File: src/rtl/seq_gen.sv
// Serial pattern transmitter: sends a captured pattern MSB-first, optionally repeated with a one-cycle gap.
// Define SEQ_GEN_PARITY_EN to append an even-parity bit to every frame.
module seq_gen #(
   parameter int unsigned PAT_W = 8,
   parameter int unsigned CNT_W = 4
) (
   input  logic                         clk,
   input  logic                         rstn,
   input  logic                         start,
   input  logic [PAT_W-1:0]             pattern,
   input  logic [$clog2(PAT_W+1)-1:0]   len,
   input  logic [CNT_W-1:0]             repeat_n,
   output logic                         out,
   output logic                         out_valid,
   output logic                         busy,
   output logic                         done
);

   localparam int unsigned LEN_W = $clog2(PAT_W + 1);
   localparam int unsigned IDX_W = $clog2(PAT_W);

   localparam logic [1:0] S_IDLE  = 2'd0;
   localparam logic [1:0] S_SHIFT = 2'd1;
   localparam logic [1:0] S_GAP   = 2'd2;

   logic [1:0]       r_state, w_state_nxt;
   logic [PAT_W-1:0] r_pat, w_pat_nxt;
   logic [IDX_W-1:0] r_len_m1, w_len_m1_nxt;
   logic [IDX_W-1:0] r_idx, w_idx_nxt;
   logic [CNT_W-1:0] r_frames, w_frames_nxt;
   logic             r_out, w_out_nxt;
   logic             r_valid, w_valid_nxt;
   logic             r_busy, w_busy_nxt;
   logic             r_done, w_done_nxt;
   logic             w_frame_end;

   logic [LEN_W-1:0] w_eff_len;
   logic [IDX_W-1:0] w_len_m1;

`ifdef SEQ_GEN_PARITY_EN
   logic             r_par, w_par_nxt;
   logic             r_par_ph, w_par_ph_nxt;
   logic [PAT_W-1:0] w_mask;
`endif

   // Length 0 and anything beyond PAT_W both mean a full-width frame.
   always_comb begin
      w_eff_len = ((len == '0) || (len > LEN_W'(PAT_W))) ? LEN_W'(PAT_W) : len;
      w_len_m1  = IDX_W'(w_eff_len - LEN_W'(1));
`ifdef SEQ_GEN_PARITY_EN
      w_mask    = ~({PAT_W{1'b1}} << w_eff_len);
`endif
   end

   // Next-state and registered-output logic.
   always_comb begin
      w_state_nxt  = r_state;
      w_pat_nxt    = r_pat;
      w_len_m1_nxt = r_len_m1;
      w_idx_nxt    = r_idx;
      w_frames_nxt = r_frames;
      w_out_nxt    = 1'b0;
      w_valid_nxt  = 1'b0;
      w_busy_nxt   = 1'b0;
      w_done_nxt   = 1'b0;
      w_frame_end  = 1'b0;
`ifdef SEQ_GEN_PARITY_EN
      w_par_nxt    = r_par;
      w_par_ph_nxt = r_par_ph;
`endif

      case (r_state)
         S_IDLE: begin
            if (start) begin
               w_pat_nxt    = pattern;
               w_len_m1_nxt = w_len_m1;
               w_idx_nxt    = w_len_m1;
               w_frames_nxt = repeat_n;
               w_out_nxt    = pattern[w_len_m1];
               w_valid_nxt  = 1'b1;
               w_busy_nxt   = 1'b1;
               w_state_nxt  = S_SHIFT;
`ifdef SEQ_GEN_PARITY_EN
               w_par_nxt    = ^(pattern & w_mask);
               w_par_ph_nxt = 1'b0;
`endif
            end
         end

         S_SHIFT: begin
            w_busy_nxt = 1'b1;
`ifdef SEQ_GEN_PARITY_EN
            if (r_par_ph) begin
               w_frame_end = 1'b1;
            end else if (r_idx == '0) begin
               w_out_nxt    = r_par;
               w_valid_nxt  = 1'b1;
               w_par_ph_nxt = 1'b1;
            end else begin
               w_idx_nxt   = r_idx - IDX_W'(1);
               w_out_nxt   = r_pat[r_idx - IDX_W'(1)];
               w_valid_nxt = 1'b1;
            end
`else
            if (r_idx == '0) begin
               w_frame_end = 1'b1;
            end else begin
               w_idx_nxt   = r_idx - IDX_W'(1);
               w_out_nxt   = r_pat[r_idx - IDX_W'(1)];
               w_valid_nxt = 1'b1;
            end
`endif
            // Frame counter only decrements while nonzero, so it never wraps.
            if (w_frame_end) begin
               if (r_frames != '0) begin
                  w_frames_nxt = r_frames - CNT_W'(1);
                  w_state_nxt  = S_GAP;
               end else begin
                  w_busy_nxt  = 1'b0;
                  w_done_nxt  = 1'b1;
                  w_state_nxt = S_IDLE;
               end
            end
         end

         S_GAP: begin
            w_busy_nxt   = 1'b1;
            w_idx_nxt    = r_len_m1;
            w_out_nxt    = r_pat[r_len_m1];
            w_valid_nxt  = 1'b1;
            w_state_nxt  = S_SHIFT;
`ifdef SEQ_GEN_PARITY_EN
            w_par_ph_nxt = 1'b0;
`endif
         end

         default: begin
            w_state_nxt = S_IDLE;
         end
      endcase
   end

   // State register with synchronous active-low reset.
   always_ff @(posedge clk) begin
      if (!rstn) begin
         r_state  <= S_IDLE;
         r_pat    <= '0;
         r_len_m1 <= '0;
         r_idx    <= '0;
         r_frames <= '0;
         r_out    <= 1'b0;
         r_valid  <= 1'b0;
         r_busy   <= 1'b0;
         r_done   <= 1'b0;
`ifdef SEQ_GEN_PARITY_EN
         r_par    <= 1'b0;
         r_par_ph <= 1'b0;
`endif
      end else begin
         r_state  <= w_state_nxt;
         r_pat    <= w_pat_nxt;
         r_len_m1 <= w_len_m1_nxt;
         r_idx    <= w_idx_nxt;
         r_frames <= w_frames_nxt;
         r_out    <= w_out_nxt;
         r_valid  <= w_valid_nxt;
         r_busy   <= w_busy_nxt;
         r_done   <= w_done_nxt;
`ifdef SEQ_GEN_PARITY_EN
         r_par    <= w_par_nxt;
         r_par_ph <= w_par_ph_nxt;
`endif
      end
   end

   assign out       = r_out;
   assign out_valid = r_valid;
   assign busy      = r_busy;
   assign done      = r_done;

endmodule

File: config.mk
export PLATFORM = sky130hd
export DESIGN_NAME = seq_gen
export DESIGN_NICKNAME = d
export VERILOG_FILES = /design/src/rtl/seq_gen.sv
export SDC_FILE = /design/constraint.sdc
export NUM_CORES = 1
export LEC_CHECK = 0
export CAP_MARGIN = 20
export CORE_MARGIN = 8
export CORE_UTILIZATION = 53
export CTS_CLUSTER_SIZE = 24
export DETAILED_ROUTE_END_ITERATION = 8
export HOLD_SLACK_MARGIN = 0.12
export PLACE_DENSITY = 0.79
export SETUP_SLACK_MARGIN = 0.02
export SKIP_CTS_REPAIR_TIMING = 1
export SLEW_MARGIN = 30
export SYNTH_ARGS = -nofsm -noshare
export SYNTH_HDL_FRONTEND = slang
export SYNTH_SLANG_ARGS = --single-unit
File: constraint.sdc
create_clock -name clk -period 2.05 [get_ports clk]
set_input_delay 0.205 -clock clk [delete_from_list [all_inputs] [get_ports clk]]
set_output_delay 0.205 -clock clk [all_outputs]
set_load 0.005 [all_outputs]
# Word level (Yosys, flattened, before mapping)
# Index checks and enable logic that the tools add are counted.
# classes
n_addsub	3
n_reduce_logical	12
magnitude_cmp	4
eq_ne	6
n_mux	30
# op_table
op	count
< comparator 3 x 4 -> 1 bit (second input constant)	3
two-way mux 1 bit	12
two-way mux 4 bit	3
binary-select mux 1 bit (select 3 bit)	3
two-way mux 3 bit	3
one-hot mux 1 bit (3 select lines)	3
one-hot mux 3 bit (3 select lines)	1
inequality test 2 bit (second input constant)	4
one-hot mux 4 bit (2 select lines)	1
two-way mux 2 bit	3
one-hot mux 2 bit (3 select lines)	1
AND reduction 3 bit	2
subtractor 3 x 1 -> 3 bit (second input constant)	2
greater-than comparator 4 bit (second input constant)	1
zero test 4 bit	1
AND reduction 2 bit	2
AND reduction 4 bit	1
nonzero test 4 bit	1
subtractor 4 x 1 -> 4 bit (second input constant)	1
zero test 3 bit	1
nonzero test 3 bit	1
== test 2 x 1 -> 1 bit (second input constant)	1
== test 2 bit (second input constant)	1
zero test 2 bit	1
other kinds (2)	2
# totals
output_inout_bits	4
elab_cells	64
input_bits	19
reg_bits	24

# Depth between registers and ports, before layout
# Gate-level depths: netlist of the first run.
# logic_depth
ltp_word	8
mapped_depth	8
mapped_depth_nobuf	7

# Worst setup path before layout of the first run
# Ideal clock, no wire load.
# synth_path
path_type	register to register
startpoint	register r_idx[0]
endpoint	register r_out (netlist: out)
synth_period_minus_slack_ns	1.727
stages_incl_launch_ff	7
path_buffers	0
arrival_ns	1.595
required_time_ns	1.919
slack_ns	0.323
setup_time_ns	0.131
cell_sequence	dfxtp_1 > inv_1 > ha_1 > mux4_2 > o21ai_0 > a31o_1 > a41oi_2
# synth_between
elab_chain_len	5
elab_cells_between_ends	6
classes_between	add/sub (1); mux (4); reduce/logical (1)
# synth_rtl
item	line_no	source
start: declaration	29	logic [IDX_W-1:0] r_idx, w_idx_nxt;
start signal: assignment	163	r_idx <= w_idx_nxt;
subtractor 3 x 1 -> 3 bit	109	w_out_nxt = r_pat[r_idx - IDX_W'(1)];
binary-select mux 1 bit (select 3 bit)	109	
two-way mux 1 bit (not written as such)	109	
two-way mux 1 bit (*)	105	if (r_idx == '0) begin
one-hot mux 1 bit (3 select lines) (*)	72	case (r_state)
end signal: assignment	165	r_out <= w_out_nxt;
end: declaration	31	logic r_out, w_out_nxt;
# Mark *: on every way between the ends. The rest lies on a longest branch, timed or not. The select of a mux whose other input is x is not followed.
# A chain may end at the register's enable or synchronous reset.

# Worst setup path in the final report of the first run
# layout_path
startpoint	input port len[3]
endpoint	register r_out (netlist: out)
# layout_between
elab_chain_len	8
elab_cells_between_ends	9
classes_between	add/sub (1); order compare (1); mux (5); reduce/logical (2)
# layout_rtl
item	line_no	source
start: declaration	11	input logic [$clog2(PAT_W+1)-1:0] len,
greater-than comparator 4 bit / zero test 4 bit (equally long branches)	48	w_eff_len = ((len == '0) || (len > LEN_W'(PAT_W))) ? LEN_W'(PAT_W) : len;
logical OR 1 bit (*)	48	
two-way mux 3 bit (*)	48	
subtractor 3 x 1 -> 3 bit (*)	49	w_len_m1 = IDX_W'(w_eff_len - LEN_W'(1));
named net w_len_m1[0]	38	logic [IDX_W-1:0] w_len_m1;
binary-select mux 1 bit (select 3 bit) (*)	79	w_out_nxt = pattern[w_len_m1];
two-way mux 1 bit (not written as such) (*)	79	
two-way mux 1 bit (*)	74	if (start) begin
one-hot mux 1 bit (3 select lines) (*)	72	
# Mark *: on every way through the listed nets, which the timed path passes. The rest lies on a longest branch. The select of a mux whose other input is x is not followed.

==> results.py, run 1 <==
metrics = {
    "critical_path": {
        "crit_family": "multiplexers",
        "r2r-start": "r_state[1]",
        "worst_r2r_path_depth": 6,
        "worst-path-max-fanout": 3,
        "crit_path_end_kind": "flip-flop",
        "critical_path.cell_chain": "clkdlybuf4s50_1 -> nor2b_4 -> inv_1 -> ha_1 -> mux4_1 -> nand3_1 -> a41oi_2",
        "crit_required_ns": 2.25,
        "slowest_stage": "mux4_1",
        "cp-startpoint": "len[3]",
        "crit_buf_inv": 2,
        "critical_path.startpoint_type": "input port",
        "max_stage_delay_ns": 0.57,
        "critPathKind": "input port to flip-flop",
        "r2r_end": "r_idx[0]",
        "r2r_slack_ns": 0.24,
        "arrival_ns": 2.03,
    },
    "pwr": {
        "power.total_uw": 1510,
        "power_per_cell_area_nw_per_um2": 826,
        "power_leakage_uw": 0.000724,
        "ir_drop_uv": 622,
    },
    "place": {
        "place_ws_ns": -0.0911,
        "gp_congestion": 0.889,
        "port_buffers": 22,
        "dp_hpwl_mm": 2.73,
        "placed_cell_area_sq_um": 1780,
    },
    "synthesis": {
        "synth-async-reset-ratio_pct": 0,
        "synthTopCellsByArea": "dfxtp_1 (32%), ha_1 (7.4%), mux4_1 (6.9%)",
        "syn_inst": 168,
        "ys.warnings.count": 0,
        "synth_most_common_cell": "nand2_1",
        "synth_top_cells_by_count": "nand2_1 (27), dfxtp_1 (24), ha_1 (9), nor2b_1 (9)",
        "synth_area_per_cell_sq_um": 9.05,
        "synth_cell_types": 44,
        "synthesis.nets": 196,
        "synthFlopType": "dfxtp_1",
        "synth_top_area_cell": "dfxtp_1",
        "ys_seq_area_share_pct": 31.6,
        "synth_area_sq_um": 1520,
        "yosysTopAreaCellShare_pct": 31.6,
        "synth_edf_count": 0,
        "synth-seq-cells": 24,
    },
    "global_route": {
        "antenna_found_initial": 0,
        "grt_overflow": 0,
        "grt_pass1_vias": 1380,
        "grt_max_degree": 22,
        "grt_usage_pct": 14.6,
        "grt_pass1_wl_mm": 6.11,
    },
    "worst_hold_path": {
        "worstHoldEndpoint": "r_pat[5]",
        "holdPathStages": 3,
        "hp-start": "pattern[5]",
        "hp-class": "input port to flip-flop",
    },
    "clock_network": {
        "cts_tree": "yes",
        "cts_buffers": 3,
        "clock_sinks": 24,
        "cts_max_level": 1,
        "cts_buffer_depth": 2,
        "cts.root.buffer_cell": "clkbuf_4",
        "clkTransAtPathRegs_ns": 0.14,
        "clk_latency_ns": 0.32,
    },
    "finish": {
        "antenna_cells": 0,
        "final-seq-area_sq_um": 480,
        "nNetsFinal": 220,
        "syn_to_final_growth_pct": 20.5,
        "fin_area_sq_um": 1830,
        "fillers": 220,
        "drive_gt1_share_pct": 9.42,
        "multi_input_area_sq_um": 972,
    },
    "route": {
        "ant_nets": 0,
        "wl_per_cell_um": 15.8,
        "viasPerCell": 6.00,
        "remaining_drc_errors": 0,
        "finalWirelength_mm": 3.52,
        "drtIter0Drc": 44,
        "dr.pass1.iters": 4,
        "vias": 1333,
    },
    "sta": {
        "final.min_clock_period_ns": 1.83,
        "rsz0062_at_grt": "no",
        "fmax_mhz": 548,
        "clock-skew-final_ns": 0.00891,
        "fin_crit_sh_pct": 89.1,
        "worstMarginPinSlew_ns": 0.536,
        "hold_viol_final": 0,
        "finalSetupViolCount": 0,
        "slew_headroom_pct": 64.0,
        "drv_slew": 0,
        "fin_ws_ns": 0.224,
    },
    "floorplanning": {
        "start_util_pct": 55.6,
        "fp-row-count": 19,
        "io_pins": 23,
        "dieArea_sq_um": 4840,
        "die_w_um": 69.6,
        "design.core.area_sq_um": 2730,
        "dieHeight_um": 69.6,
    },
    "run": {
        "drv_cap": 0,
    },
    "outcome": {
        "run_status": "finished clean",
    },
}
## state kept, by name, summed over array words and instances (netlist names)
name	cells
out_valid	1
busy	1
r_idx	3
r_frames	4
done	1
out	1
r_len_m1	3
r_pat	8
r_state	2
## metal layers
| metal | GRT usage, % | share of wire (%) | vias to the layer above |
|---|---|---|---|
| met4 | 6.15 | 1.9 | 0 |
| met1 | 16.0 | 40 | 645 |
| met5 | 0 | 0 | - |
| met3 | 2.58 | 4.8 | 8 |
| li1 | - | - | 643 |
| met2 | 26.5 | 53 | 37 |
## tightest hold or removal path, cell delays in order
cell,delay [ns]
clkdlybuf4s50_1,0.42
nand2_1,0.06
a21boi_1,0.05
## report_power, final
part / internal [uW] / leakage, uW / switching (uW)
sequential: 531 / 0.000198 / 53.5
clock: 198 / 0.0000279 / 148
combinational: 287 / 0.000498 / 295
## cell families after synthesis
group | synth area share (%)
compound gates | 20.2
mux | 11.9
flops | 31.6
fa+ha+maj | 7.41
simple gates | 23.2
xor+xnor | 1.15
buf+inv | 4.44
## cell type report
cell class / count / area share (%)
clock buffers: 3 / 1.23
clock inverters: 1 / 1.64
multi-input cells: 128 / 53.1
well taps: 31 / 2.12
flip-flops and latches: 24 / 26.2
repair buffers: 27 / 14.1
inverters: 8 / 1.64
## through the flow
stage	instances	util (%)	hold slack, ns	setup TNS [ns]
after global placement	218	65.1	0.459	-0.00975
final	222	67.0	0.442	0
after detailed placement	218	65.1	0.469	-0.0911
after CTS	222	67.0	0.434	0
after floorplan	168	-	0.340	0
after global routing	222	67.0	0.459	0
## worst max-delay path by stage
stage	slack, ns	to	cells past startpoint
2_1_floorplan	0.32	out	6
3_3_place_gp	-0.01	out	7
3_5_place_dp	-0.09	out	7
4_1_cts	0.23	r_idx[0]	6
5_1_grt	0.06	r_idx[0]	6
6_report	0.22	out	7
## cells in the final DEF (no fill, tap or decap), drive strengths merged, types with 2 or more instances in the layout
master / netlist / routed
o211a: 2 / 2
xnor2: 2 / 2
a31oi: 2 / 2
nand2: 27 / 27
nor3: 6 / 6
ha: 9 / 9
a22oi: 2 / 2
o211ai: 2 / 2
mux2i: 2 / 2
o31a: 2 / 2
nor2: 7 / 7
o21ai: 8 / 8
and3b: 2 / 2
or3b: 2 / 2
o21a: 2 / 2
inv: 8 / 8
dfxtp: 24 / 24
a21oi: 5 / 5
nand2b: 7 / 7
nand3: 2 / 2
clkbuf: 4 / 3
mux4: 6 / 6
buf: 4 / 5
nor3b: 2 / 2
o311a: 2 / 2
clkdlybuf4s50: 0 / 22
a21boi: 9 / 9
nor2b: 10 / 10
Note: power is estimated with default switching activity, not from simulation.
==> inputs of run 2 (changes only) <==
CELL_PAD_IN_SITES_DETAIL_PLACEMENT = 0   (was unset)
CELL_PAD_IN_SITES_GLOBAL_PLACEMENT = 2   (was unset)
CORE_UTILIZATION = 33   (was 53)
PLACE_DENSITY = unset   (was 0.79)
PLACE_DENSITY_LB_ADDON = 0.1   (was unset)
==> run 2 against run 1 <==
Clock-buffer cell count stayed put. Via count shrank 5.9%. Die area increased by 45%. Register-to-register slack improved by 0.02 ns. Cell area is 1.6% higher. Sequential power hardly changed.
==> results.py, run 2 (synthesis gave the netlist of run 1 again) <==
metrics = {
    "worst_hold_path": {
        "hp-class": "flip-flop to flip-flop",
        "worstHoldEndpoint": "r_pat[7]",
        "holdPathStages": 2,
        "hp-start": "r_pat[7]",
    },
    "sta": {
        "fmax_mhz": 539,
        "worst_hold_slack_ns": 0.483,
        "hold_viol_final": 0,
        "worstMarginPinSlew_ns": 0.568,
        "rsz0062_at_grt": "no",
        "fin_crit_sh_pct": 90.5,
        "drv_slew": 0,
        "finalSetupViolCount": 0,
        "slew_headroom_pct": 61.9,
        "final.min_clock_period_ns": 1.86,
        "clock-skew-final_ns": 0.00245,
    },
    "critical_path": {
        "critPathKind": "input port to flip-flop",
        "worst-path-max-fanout": 2,
        "critical_path.startpoint_type": "input port",
        "crit_buf_inv": 2,
        "crit_family": "multiplexers",
        "worst_r2r_path_depth": 6,
        "slowest_stage": "mux4_1",
        "r2r-start": "r_state[1]",
        "crit_path_end_kind": "flip-flop",
        "arrival_ns": 2.00,
        "crit_required_ns": 2.19,
        "critical_path.cell_chain": "clkdlybuf4s50_1 -> nor2b_4 -> inv_1 -> ha_1 -> mux4_1 -> nand3_1 -> a41oi_2",
        "r2r_end": "r_idx[0]",
        "r2r_slack_ns": 0.26,
        "max_stage_delay_ns": 0.56,
    },
    "finish": {
        "drive_gt1_share_pct": 9.90,
        "fillers": 431,
        "multi_input_area_sq_um": 972,
        "fin_area_sq_um": 1860,
        "top_register": "r_pat",
        "final_cell_mix": "nand2_1 (27), dfxtp_1 (24), clkdlybuf4s50_1 (22), nor2b_1 (9), ha_1 (9)",
        "nNetsFinal": 222,
        "antenna_cells": 0,
        "reg_top3": "r_pat x8, r_frames x4",
        "final-seq-area_sq_um": 480,
        "largest_reg_flops": 8,
        "syn_to_final_growth_pct": 22.5,
        "final_common_cell": "nand2_1",
    },
    "clock_network": {
        "cts_max_level": 1,
        "cts_buffer_depth": 2,
        "clock_sinks": 24,
        "clkTransAtPathRegs_ns": 0.08,
        "cts.root.buffer_cell": "clkbuf_8",
        "cts_tree": "yes",
        "cts_buffers": 3,
        "clk_latency_ns": 0.26,
    },
    "route": {
        "remaining_drc_errors": 0,
        "drtIter0Drc": 59,
        "viasPerCell": 5.14,
        "ant_nets": 0,
        "finalWirelength_mm": 3.69,
        "dr.pass1.iters": 4,
        "vias": 1254,
        "wl_per_cell_um": 15.1,
    },
    "global_route": {
        "busiest_layer": "met2",
        "grt_overflow": 0,
        "grt_max_degree": 22,
        "grt_pass1_vias": 1362,
        "grt_usage_pct": 10.7,
        "antenna_found_initial": 0,
        "grt_pass1_wl_mm": 6.41,
        "grt_util_met2_pct": 19.0,
        "grtUsageMet3_pct": 1.95,
        "use_met1_pct": 12.7,
    },
    "floorplanning": {
        "die_w_um": 83.9,
        "dieHeight_um": 83.9,
        "design.core.area_sq_um": 4380,
        "io_pins": 23,
        "fp-row-count": 24,
        "dieArea_sq_um": 7030,
        "start_util_pct": 34.7,
    },
    "pwr": {
        "power_leakage_uw": 0.000728,
        "power_per_cell_area_nw_per_um2": 784,
        "ir_drop_uv": 254,
    },
    "place": {
        "placed_cell_area_sq_um": 1820,
        "gp_congestion": 0.788,
        "dp_hpwl_mm": 2.90,
        "port_buffers": 22,
    },
    "outcome": {
        "run_status": "finished clean",
    },
    "run": {
        "drv_cap": 0,
    },
}
[run 2: changes by cell type in the layout (fill, tap and decap cells not counted)]
cell       change
clkbuf_4       -3
clkbuf_8       +3
buf_4          +2
bufinv_16      -1
[run 2: final cells by class]
type,count,area share (%)
timing repair buffer,29,14.7
multi-input combinational,128,52.2
sequential,24,25.8
inverter,8,1.61
tap,52,3.49
clock buffer,3,2.22
[run 2: per-layer routing]
metal	up-vias	share of wire (%)
li1	647	-
met1	587	48
met2	18	48
met3	2	3.3
met4	0	0.51
met5	-	0
[run 2: where the power goes]
| group | switching (uW) | internal [uW] |
|---|---|---|
| Clock | 142 | 131 |
| Sequential | 52.6 | 531 |
| Combinational | 303 | 301 |
[run 2: how the worst max path moves through the flow]
stage / depth (start not counted) / slack [ns] / startpoint / to
after CTS: 8 / 0.20 / len[0] / out
after global routing: 5 / 0.07 / r_state[1] / r_frames[0]
after global placement: 7 / -0.006 / len[0] / out
after detailed placement: 7 / -0.09 / len[0] / out
after floorplan: 6 / 0.32 / r_idx[0] / out
final: 7 / 0.19 / len[0] / out
[run 2: tightest hold or removal path: stages, from the launching register on]
cell and delay (ns):
dfxtp_1 0.33, nand2_1 0.06, a21boi_1 0.05
[run 2: through the flow]
step	setup slack (ns)	utilization [%]	TNS, ns	std cells	power, uW
after global placement	-0.00628	41.5	-0.00628	241	1190
after floorplan	0.323	-	0	168	1010
final	0.194	42.5	0	244	1460
after CTS	0.196	42.5	0	244	1480
after detailed placement	-0.0945	41.5	-0.0945	241	1200
after global routing	0.0742	42.5	0	244	1580
